[config.mk]
export PLATFORM = sky130hd
export DESIGN_NAME = fetch_queue
export DESIGN_NICKNAME = d
export VERILOG_FILES = /design/src/rtl/fetch_queue_pkg.sv /design/src/rtl/fetch_queue_ram.sv /design/src/rtl/fetch_queue.sv
export SDC_FILE = /design/constraint.sdc
export NUM_CORES = 1
export LEC_CHECK = 0
export ABC_AREA = 1
export CAP_MARGIN = 20
export CORE_MARGIN = 10
export CORE_UTILIZATION = 30
export CTS_BUF_LIST = sky130_fd_sc_hd__clkbuf_4
export CTS_CLUSTER_SIZE = 24
export DETAILED_ROUTE_END_ITERATION = 10
export DONT_BUFFER_PORTS = 1
export GPL_ROUTABILITY_DRIVEN = 0
export GPL_TIMING_DRIVEN = 0
export PLACE_DENSITY = 0.46
export REMOVE_ABC_BUFFERS = 1
export SLEW_MARGIN = 20
export SYNTH_ARGS = -nofsm -noshare
export SYNTH_HDL_FRONTEND = slang
export SYNTH_HIERARCHICAL = 1
export SYNTH_SLANG_ARGS = --single-unit
[constraint.sdc]
create_clock -name clk -period 10.65 [get_ports clk]
set_clock_uncertainty 0.15 [all_clocks]
set_input_delay 0.5325 -clock clk [delete_from_list [all_inputs] [get_ports clk]]
set_output_delay 0.5325 -clock clk [all_outputs]
set_load 0.02 [all_outputs]
[src/rtl/fetch_queue_pkg.sv]
// Shared type definitions for the instruction fetch path.
//   common : instruction bus request/response structs (64-bit address field;
//            narrower cores zero-extend into it).
//   pipes  : fetch queue entry ({pc, instr}) and fetch FSM state encoding.
package common;
  localparam int IBUS_AW = 64;

  typedef struct packed {
    logic               valid;
    logic [IBUS_AW-1:0] addr;
  } ibus_req_t;

  typedef struct packed {
    logic        data_ok;
    logic [31:0] data;
  } ibus_resp_t;
endpackage

package pipes;
  localparam int FQ_PC_W = 64;

  typedef struct packed {
    logic [FQ_PC_W-1:0] pc;
    logic [31:0]        instr;
  } fetch_entry_t;

  // IDLE: nothing outstanding. WAIT: outstanding, result kept.
  // DROP: outstanding, result discarded (a redirect overtook it).
  typedef enum logic [1:0] {
    IDLE = 2'd0,
    WAIT = 2'd1,
    DROP = 2'd2
  } fq_state_t;
endpackage

[src/rtl/fetch_queue_ram.sv]
// fq_ram: DEPTH-entry storage for fetch_entry_t.
// Ports: clk; we/waddr/wdata synchronous write port;
//        raddr/rdata asynchronous (combinational) read port.
// Entries are not reset: their contents are only observed when the
// owning queue's count says they are valid.
module fq_ram
  import pipes::*;
#(
  parameter int  DEPTH = 4,
  localparam int AW    = $clog2(DEPTH)
) (
  input  logic         clk,
  input  logic         we,
  input  logic [AW-1:0] waddr,
  input  fetch_entry_t wdata,
  input  logic [AW-1:0] raddr,
  output fetch_entry_t rdata
);

  fetch_entry_t mem [DEPTH];

  always_ff @(posedge clk) begin
    if (we) mem[waddr] <= wdata;
  end

  assign rdata = mem[raddr];

endmodule

[src/rtl/fetch_queue.sv]
// fetch_queue: issues sequential instruction fetches and buffers the results
// in a DEPTH-entry circular queue feeding decode.
// Ports:
//   clk, reset (async, active low)
//   ireq  : bus request {valid, addr}; iresp : bus response {data_ok, data}
//   redirect_valid / redirect_pc : flush the queue and restart fetch
//   out_valid / out_pc / out_instr / out_ready : head entry to decode
//   stall_hint : queue empty while a fetch is outstanding
//   dbg_state / dbg_count : FSM state and occupancy, for observation only
// Handshakes: the bus request holds valid and addr stable from issue until
// the cycle data_ok is seen (data_ok is only consumed while a request is
// outstanding, i.e. in WAIT or DROP). Decode takes the head entry in any
// cycle where out_valid && out_ready, unless a redirect flushes that cycle.
module fetch_queue
  import common::*;
  import pipes::*;
#(
  parameter int          XLEN     = 64,
  parameter int          DEPTH    = 4,
  parameter logic [63:0] RESET_PC = 64'h8000_0000,
  localparam int         AW       = $clog2(DEPTH),
  localparam int         CW       = AW + 1
) (
  input  logic            clk,
  input  logic            reset,
  output ibus_req_t       ireq,
  input  ibus_resp_t      iresp,
  input  logic            redirect_valid,
  input  logic [XLEN-1:0] redirect_pc,
  output logic            out_valid,
  output logic [XLEN-1:0] out_pc,
  output logic [31:0]     out_instr,
  input  logic            out_ready,
  output logic            stall_hint,
  output fq_state_t       dbg_state,
  output logic [CW-1:0]   dbg_count
);

  localparam logic [XLEN-1:0] RST_PC = RESET_PC[XLEN-1:0];
  localparam logic [CW-1:0]   FULL   = CW'(DEPTH);

  fq_state_t       state_q, state_d;
  logic [XLEN-1:0] fetch_pc_q, fetch_pc_d;
  logic [XLEN-1:0] req_addr_q, req_addr_d;
  logic [XLEN-1:0] redirect_target;
  logic [AW-1:0]   head_q, tail_q;
  logic [CW-1:0]   count_q, count_d, cnt_after_pop;
  logic            push, pop, room, issue;
  fetch_entry_t    wr_entry, head_entry;

  assign redirect_target = redirect_pc & ~XLEN'(3);

  // Redirect outranks both queue operations.
  assign pop  = (count_q != '0) && out_ready && !redirect_valid;
  assign push = (state_q == WAIT) && iresp.data_ok && !redirect_valid;

  // Occupancy after this cycle's push/pop. Only WAIT can push, so in IDLE
  // and DROP this is simply the post-pop count; a pop in the same cycle is
  // what lets a full queue re-issue immediately.
  assign cnt_after_pop = count_q - CW'(pop);
  assign count_d       = cnt_after_pop + CW'(push);
  assign room          = count_d < FULL;

  // ---------------- state register ----------------
  always_ff @(posedge clk or negedge reset) begin
    if (!reset) state_q <= IDLE;
    else        state_q <= state_d;
  end

  // ---------------- next state ----------------
  always_comb begin
    state_d = state_q;
    if (redirect_valid) begin
      // An in-flight fetch must still be drained; one completing right now
      // is simply discarded.
      state_d = (state_q != IDLE && !iresp.data_ok) ? DROP : IDLE;
    end else begin
      case (state_q)
        IDLE:       if (room) state_d = WAIT;
        WAIT, DROP: if (iresp.data_ok) state_d = room ? WAIT : IDLE;
        default:    state_d = IDLE;
      endcase
    end
  end

  // ---------------- outputs ----------------
  always_comb begin
    issue      = (state_q == IDLE) && !redirect_valid && room;
    ireq       = '0;
    // Gated by reset so the combinational IDLE issue stays quiet in reset.
    ireq.valid = reset && (issue || (state_q != IDLE));
    // In DROP the fetch_pc may already point at the redirect target, so
    // the outstanding address is kept in its own register.
    ireq.addr  = IBUS_AW'((state_q == IDLE) ? fetch_pc_q : req_addr_q);
  end

  assign out_valid  = (count_q != '0);
  assign stall_hint = (count_q == '0) && (state_q != IDLE);
  assign dbg_state  = state_q;
  assign dbg_count  = count_q;

  // ---------------- fetch address / pointers ----------------
  always_comb begin
    fetch_pc_d = fetch_pc_q;
    if (redirect_valid) fetch_pc_d = redirect_target;
    else if (push)      fetch_pc_d = fetch_pc_q + XLEN'(4);
  end

  // A new request is launched from IDLE or on the completion of the
  // previous one; otherwise the outstanding address is held.
  assign req_addr_d = (state_q == IDLE || iresp.data_ok) ? fetch_pc_d : req_addr_q;

  always_ff @(posedge clk or negedge reset) begin
    if (!reset) begin
      fetch_pc_q <= RST_PC;
      req_addr_q <= RST_PC;
      head_q     <= '0;
      tail_q     <= '0;
      count_q    <= '0;
    end else begin
      fetch_pc_q <= fetch_pc_d;
      req_addr_q <= req_addr_d;
      if (redirect_valid) begin
        head_q  <= '0;
        tail_q  <= '0;
        count_q <= '0;
      end else begin
        if (push) tail_q <= tail_q + AW'(1);
        if (pop)  head_q <= head_q + AW'(1);
        count_q <= count_d;
      end
    end
  end

  // ---------------- storage ----------------
  assign wr_entry.pc    = FQ_PC_W'(req_addr_q);
  assign wr_entry.instr = iresp.data;

  fq_ram #(.DEPTH(DEPTH)) u_ram (
    .clk   (clk),
    .we    (push),
    .waddr (tail_q),
    .wdata (wr_entry),
    .raddr (head_q),
    .rdata (head_entry)
  );

  assign out_pc    = head_entry.pc[XLEN-1:0];
  assign out_instr = head_entry.instr;

endmodule

# ---- Word level (Yosys, flattened, before mapping)
# Memories as Yosys holds them, arrays and structs flattened.
# Index checks and enable logic that the tools add are counted.
dict set report word_totals {
  mem_count 1
  in_bits 101
  mem_bits_rw 384
  output_inout_bits 168
  ff_bits 137
}
dict set report classes {
  n_eq_ne 4
  mux 16
  n_lt_le_gt_ge 1
  reduce_logical 21
  addsub 5
}
# memory depth word_bits read_ports rd_ports_with_merged_regs write_ports line_no
set mem_list {}
lappend mem_list {u_ram.mem 4 96 1 0 1 fetch_queue_ram.sv:20} ;# fetch_entry_t mem [DEPTH];
# cell count
set op_table {}
lappend op_table {{$mux W64} 3}
lappend op_table {{$add A64 B3 Y64 const B} 1}
lappend op_table {{$mux W2} 8}
lappend op_table {{$logic_and A1 B1 Y1} 9}
lappend op_table {{$ne A3 B3 Y1 const B} 2}
lappend op_table {{$reduce_bool A2 Y1} 3}
lappend op_table {{$add A2 B1 Y2 const B} 2}
lappend op_table {{$pmux W2 S2} 1}
lappend op_table {{$add A3 B1 Y3} 1}
lappend op_table {{$logic_not A3 Y1} 1}
lappend op_table {{$lt A3 B3 Y1 const B} 1}
lappend op_table {{$mux W1} 3}
lappend op_table {{$mux W3} 1}
lappend op_table {{$reduce_bool A3 Y1} 1}
lappend op_table {{$sub A3 B1 Y3} 1}
lappend op_table {{$eq A2 B1 Y1 const B} 1}
lappend op_table {{$eq A2 B2 Y1 const B} 1}
lappend op_table {{$logic_not A1 Y1} 2}
lappend op_table {{$logic_not A2 Y1} 1}
lappend op_table {{$logic_or A1 B1 Y1} 2}
lappend op_table {{$reduce_and A2 Y1} 1}
lappend op_table {{$reduce_or A2 Y1} 1}

# ---- Logic depth before layout (Yosys ltp)
dict set report logic_depth {
  ltp_word 10
  mapped_depth 16
  ltp_nobuf 16
}

# ---- Hierarchy
# The synthesis kept the hierarchy.
# mod cells_each seq_area_each_um2 area_each_um2 n_inst
set by_module_without_submodules {}
lappend by_module_without_submodules {fq_ram 1512 11531.1 16077.9 1}
lappend by_module_without_submodules {fetch_queue 1263 3430.8 8588.2 1}

# ---- Least setup slack after synthesis
# No wires, ideal clock.
dict set report synth_timing {
  kind {reg2reg}
  from {reg state_q[1] (netlist: dbg_state[1])}
  to {mem u_ram/mem[1][0] (netlist name), enable pin}
  t_arrival_ns 7.724
  synth_period_minus_slack_ns 8.542
  path_stages_with_launch 9
  slack_ns 2.108
  setup_time_ns 0.669
  path_cell_list {dfrtp_1 > inv_1 > ha_1 > nand2_2 > nor2_4 > buf_6 > buf_6 > inv_1 > nor3_1}
}
dict set report synth_via {
  elab_chain_cells 5
}
# element line_no
set synth_lines {}
lappend synth_lines {{start: declaration} fetch_queue.sv:42} ;# fq_state_t state_q, state_d;
lappend synth_lines {{start signal: assignment} fetch_queue.sv:67} ;# else state_q <= state_d;
lappend synth_lines {{$eq A2 B1 Y1} fetch_queue.sv:55} ;# assign push = (state_q == WAIT) && iresp.data_ok && !redirect_valid;
lappend synth_lines {{$logic_and A1 B1 Y1 (2 in series)} fetch_queue.sv:55}
lappend synth_lines {{net push} fetch_queue.sv:48} ;# logic push, pop, room, issue;
lappend synth_lines {{$mux W1} fetch_queue_ram.sv:23} ;# if (we) mem[waddr] <= wdata;
lappend synth_lines {{$mux W1 (not written as such)} fetch_queue_ram.sv:23}
lappend synth_lines {{end: declaration} fetch_queue_ram.sv:20}
# The timed path passes the listed nets, and every way through them passes these cells.

==> results.md <==
- Post-CTS Resized: 0
- Proportion of synthesized area in mux cells: 0
- Number of nets in the layout: ~3100
- R2R Setup Slk: between 6 and 7 ns
- CTS clock-pin slew for the worst setup and hold paths: 0.07 ns
- Largest family of logic cells by synthesized area: simple AND/OR/NAND/NOR gates
- Status: finished, final reports clean
- Kind of critical path: flip-flop to primary output
- Crit Path Max Fanout: 20
- Die Area: around 94000 um2
- Vias in the first global route: roughly 18000
- Via count: ~19000
- Avg WL per Cell: approximately 19 um
- Layout cells sized above 1: 0.126
- Worst skew pair latency: 0.97 ns
- CTS tree: built
- Gr ovfl total: 0
- GRT Total Usage: 0.169
- FF-to-FF End: dbg_state[0]$_DFFE_PN0P_
- Hold Path Class: primary input to async pin
- Crit path DAT: 4.75 ns
- Max frequency: between 150 and 200 MHz
- # rows: ~110
- Sequential cell area fraction in the yosys report: 0.607
- Die width: approximately 310 um
- Compound-cell area share of the yosys netlist: 0.0331
- IO buf count: 0
- R2r worst-path depth: 16
- Post-Synth Adder-Cell Area: 0.00386
- Setup crit start kind: flip-flop
- XOR/XNOR Fraction of Synth Area: 0.00604
- # IOs: 269
- DR vias/cell: between 4 and 5
- HPWL after DPL: around 57000 um
- First-pass GRT wire length: roughly 120000 um
- Final Cycle Share: 0.511
- EDFF count, synth: 384
- 1st-pass router iterations: 6
- Hold buffer count at CTS: about 130
- CTS buffer count: between 100 and 150
- Area post-placement: approximately 26000 um2
- Setup TNS: 0 ns
- Worst r2r src: dbg_state[1]$_DFFE_PN0P_
- WL final: about 80000 um
- Max VDD drop: 0.000254 V
- Post-Syn Instances: ~2800
- Die height: approximately 310 um
- Postcts setup bufs: 0
- Simple-gate share of the synthesized area: 0.252
- Worst rel slew slack: 0.235
- Clk sinks: 521
- PwrDens: 213 nW/um2
- ANT nets after route: 0
- FF+latch count, synth: roughly 520
- RSZ-0062 raised after global routing: no
- Root Driver: clkbuf_4
- Mapped Area: 24700 um2
- CP required: roughly 10 ns
- Fin. Hold Viols: 0
- Final Setup Violations: 0
- Period minus WS final: between 5 and 6 ns
- P&R area growth vs syn: 20.1%
- Top FF cell, synth: edfxtp_1
- H-tree depth: 4
- Core area: approximately 80000 um2
- Initial core utilization: 0.301
- Final Cell Area: 29600 um2
- Yosys cell types: 40
- CP Capture Type: primary output
- Largest net degree at the start of global routing: 138
- FFs w/ async S/R, synth: 0.263
- Maximum Capacitance Violations: 0
- DRC: 0
- Lkg Pwr: about 13 nW
- Synth Warn #: 6
- Final Max Tran Viols: 0
- Worst Tran Pin Value: approximately 1.1 ns
- Antenna violations before repair: 9
- Clk buf depth: 3
- Synthesized area per cell: around 9 um2
- Detailed Route Iter0 Violations: roughly 1400
==> kinds of logic after synthesis <==
logic type | after synthesis
compound gates | 145
simple gates | 1462
fa+ha+maj | 7
flops | 521
buf+inv | 623
xor+xnor | 17
==> cells in the mapped netlist, types with 3 or more instances <==
cell,n,share of area
ha_1,6,0.0030
or2_2,27,0.0068
nor2_2,18,0.0046
clkbuf_1,46,0.0070
o21ai_1,9,0.0018
o211ai_1,5,0.0015
buf_2,56,0.011
nor2_4,10,0.0046
a21oi_1,13,0.0026
nand2_2,9,0.0023
nor3_1,9,0.0018
xnor2_1,5,0.0018
dfrtp_1,135,0.14
nand3b_1,7,0.0021
nand3_1,295,0.060
buf_1,7,0.0011
xor2_1,12,0.0043
inv_1,506,0.077
edfxtp_1,384,0.47
nand4_1,17,0.0043
and2_1,11,0.0028
a21boi_1,10,0.0030
a31oi_1,10,0.0025
o21ai_0,83,0.017
nand2_1,934,0.14
nor2_1,120,0.018
a21boi_0,11,0.0033
inv_2,3,0.00046
==> registers in the layout, summed over array words and instances, names as in the netlist <==
name / cells
fetch_pc_q: 64
req_addr_q: 64
u_ram/mem: 384
dbg_state: 2
dbg_count: 3
head_q: 2
tail_q: 2
==> worst max-delay path by stage <==
stage	start	end	cells past startpoint
3_3_place_gp	dbg_state[1]$_DFFE_PN0P_	u_ram/mem[3][89]$_DFFE_PP_	6
6_report	dbg_state[1]$_DFFE_PN0P_	ireq[64]	13
3_5_place_dp	dbg_state[1]$_DFFE_PN0P_	ireq[64]	13
5_1_grt	dbg_state[1]$_DFFE_PN0P_	ireq[64]	13
4_1_cts	dbg_state[1]$_DFFE_PN0P_	ireq[64]	13
2_1_floorplan	dbg_state[1]$_DFFE_PN0P_	u_ram/mem[1][0]$_DFFE_PP_	6
==> placed cells by master (no fill, tap or decap), types with 12 or more instances in the layout <==
master         instances
nand2_1              934
inv_1                505
edfxtp_1             384
nand3_1              295
clkbuf_4             211
dfrtp_1              133
dlygate4sd3_1        127
nor2_1               119
o21ai_0               76
buf_4                 54
clkinv_1              36
or2_2                 27
nor2_2                18
nand4_1               17
o21ai_1               16
buf_6                 14
a21oi_1               13
xor2_1                12
buf_16                12
==> worst max-delay path, cell delays in order, from the launching register on <==
cell and delay, ns:
dfrtp_1 0.49, inv_1 0.16, ha_1 0.17, nand2_2 0.22, nor2_4 0.54, inv_1 0.36
ha_1 0.37, inv_1 0.05, ha_1 0.12, inv_1 0.05, fa_1 0.37, xor2_1 0.25
nand2_1 0.08, a21boi_0 0.55
==> where the power goes <==
| group | internal (W) | switching (W) |
|---|---|---|
| logic | 0.000418 | 0.00143 |
| clock network | 0.000935 | 0.000865 |
| registers | 0.00245 | 0.000221 |
==> cell type report <==
class	count	area [um2]
Antenna cell	5	12.5
Inverter	511	1950
Multi-Input combinational cell	1631	7320
Sequential cell	521	15000
Timing Repair Buffer	210	2220
Clock buffer	211	1580
Tap cell	1070	1340
Fill cell	8297	52200
Clock inverter	50	231
==> layer usage <==
layer / wire (um) / up-vias / global-route usage
met1: 34700 / 9047 / 0.213
met3: 5630 / 122 / 0.0532
li1: - / 9338 / -
met5: 54 / - / 0
met2: 38100 / 528 / 0.273
met4: 1660 / 8 / 0.0528
==> metrics by stage <==
step           utilization  hold slack (ns)  setup slack (ns)  std cells  power [W]
2_1_floorplan            -           0.0869              2.07       2663    0.00387
5_1_grt              0.362           0.0136              4.77       4209    0.00675
4_1_cts              0.362          0.00214              4.97       4204    0.00645
6_report             0.362           0.0806              5.21       4209    0.00632
3_3_place_gp         0.312           0.0947             -6.78       3733    0.00455
3_5_place_dp         0.323            0.100              6.13       3814    0.00454
(Power assumes the default switching activity.)
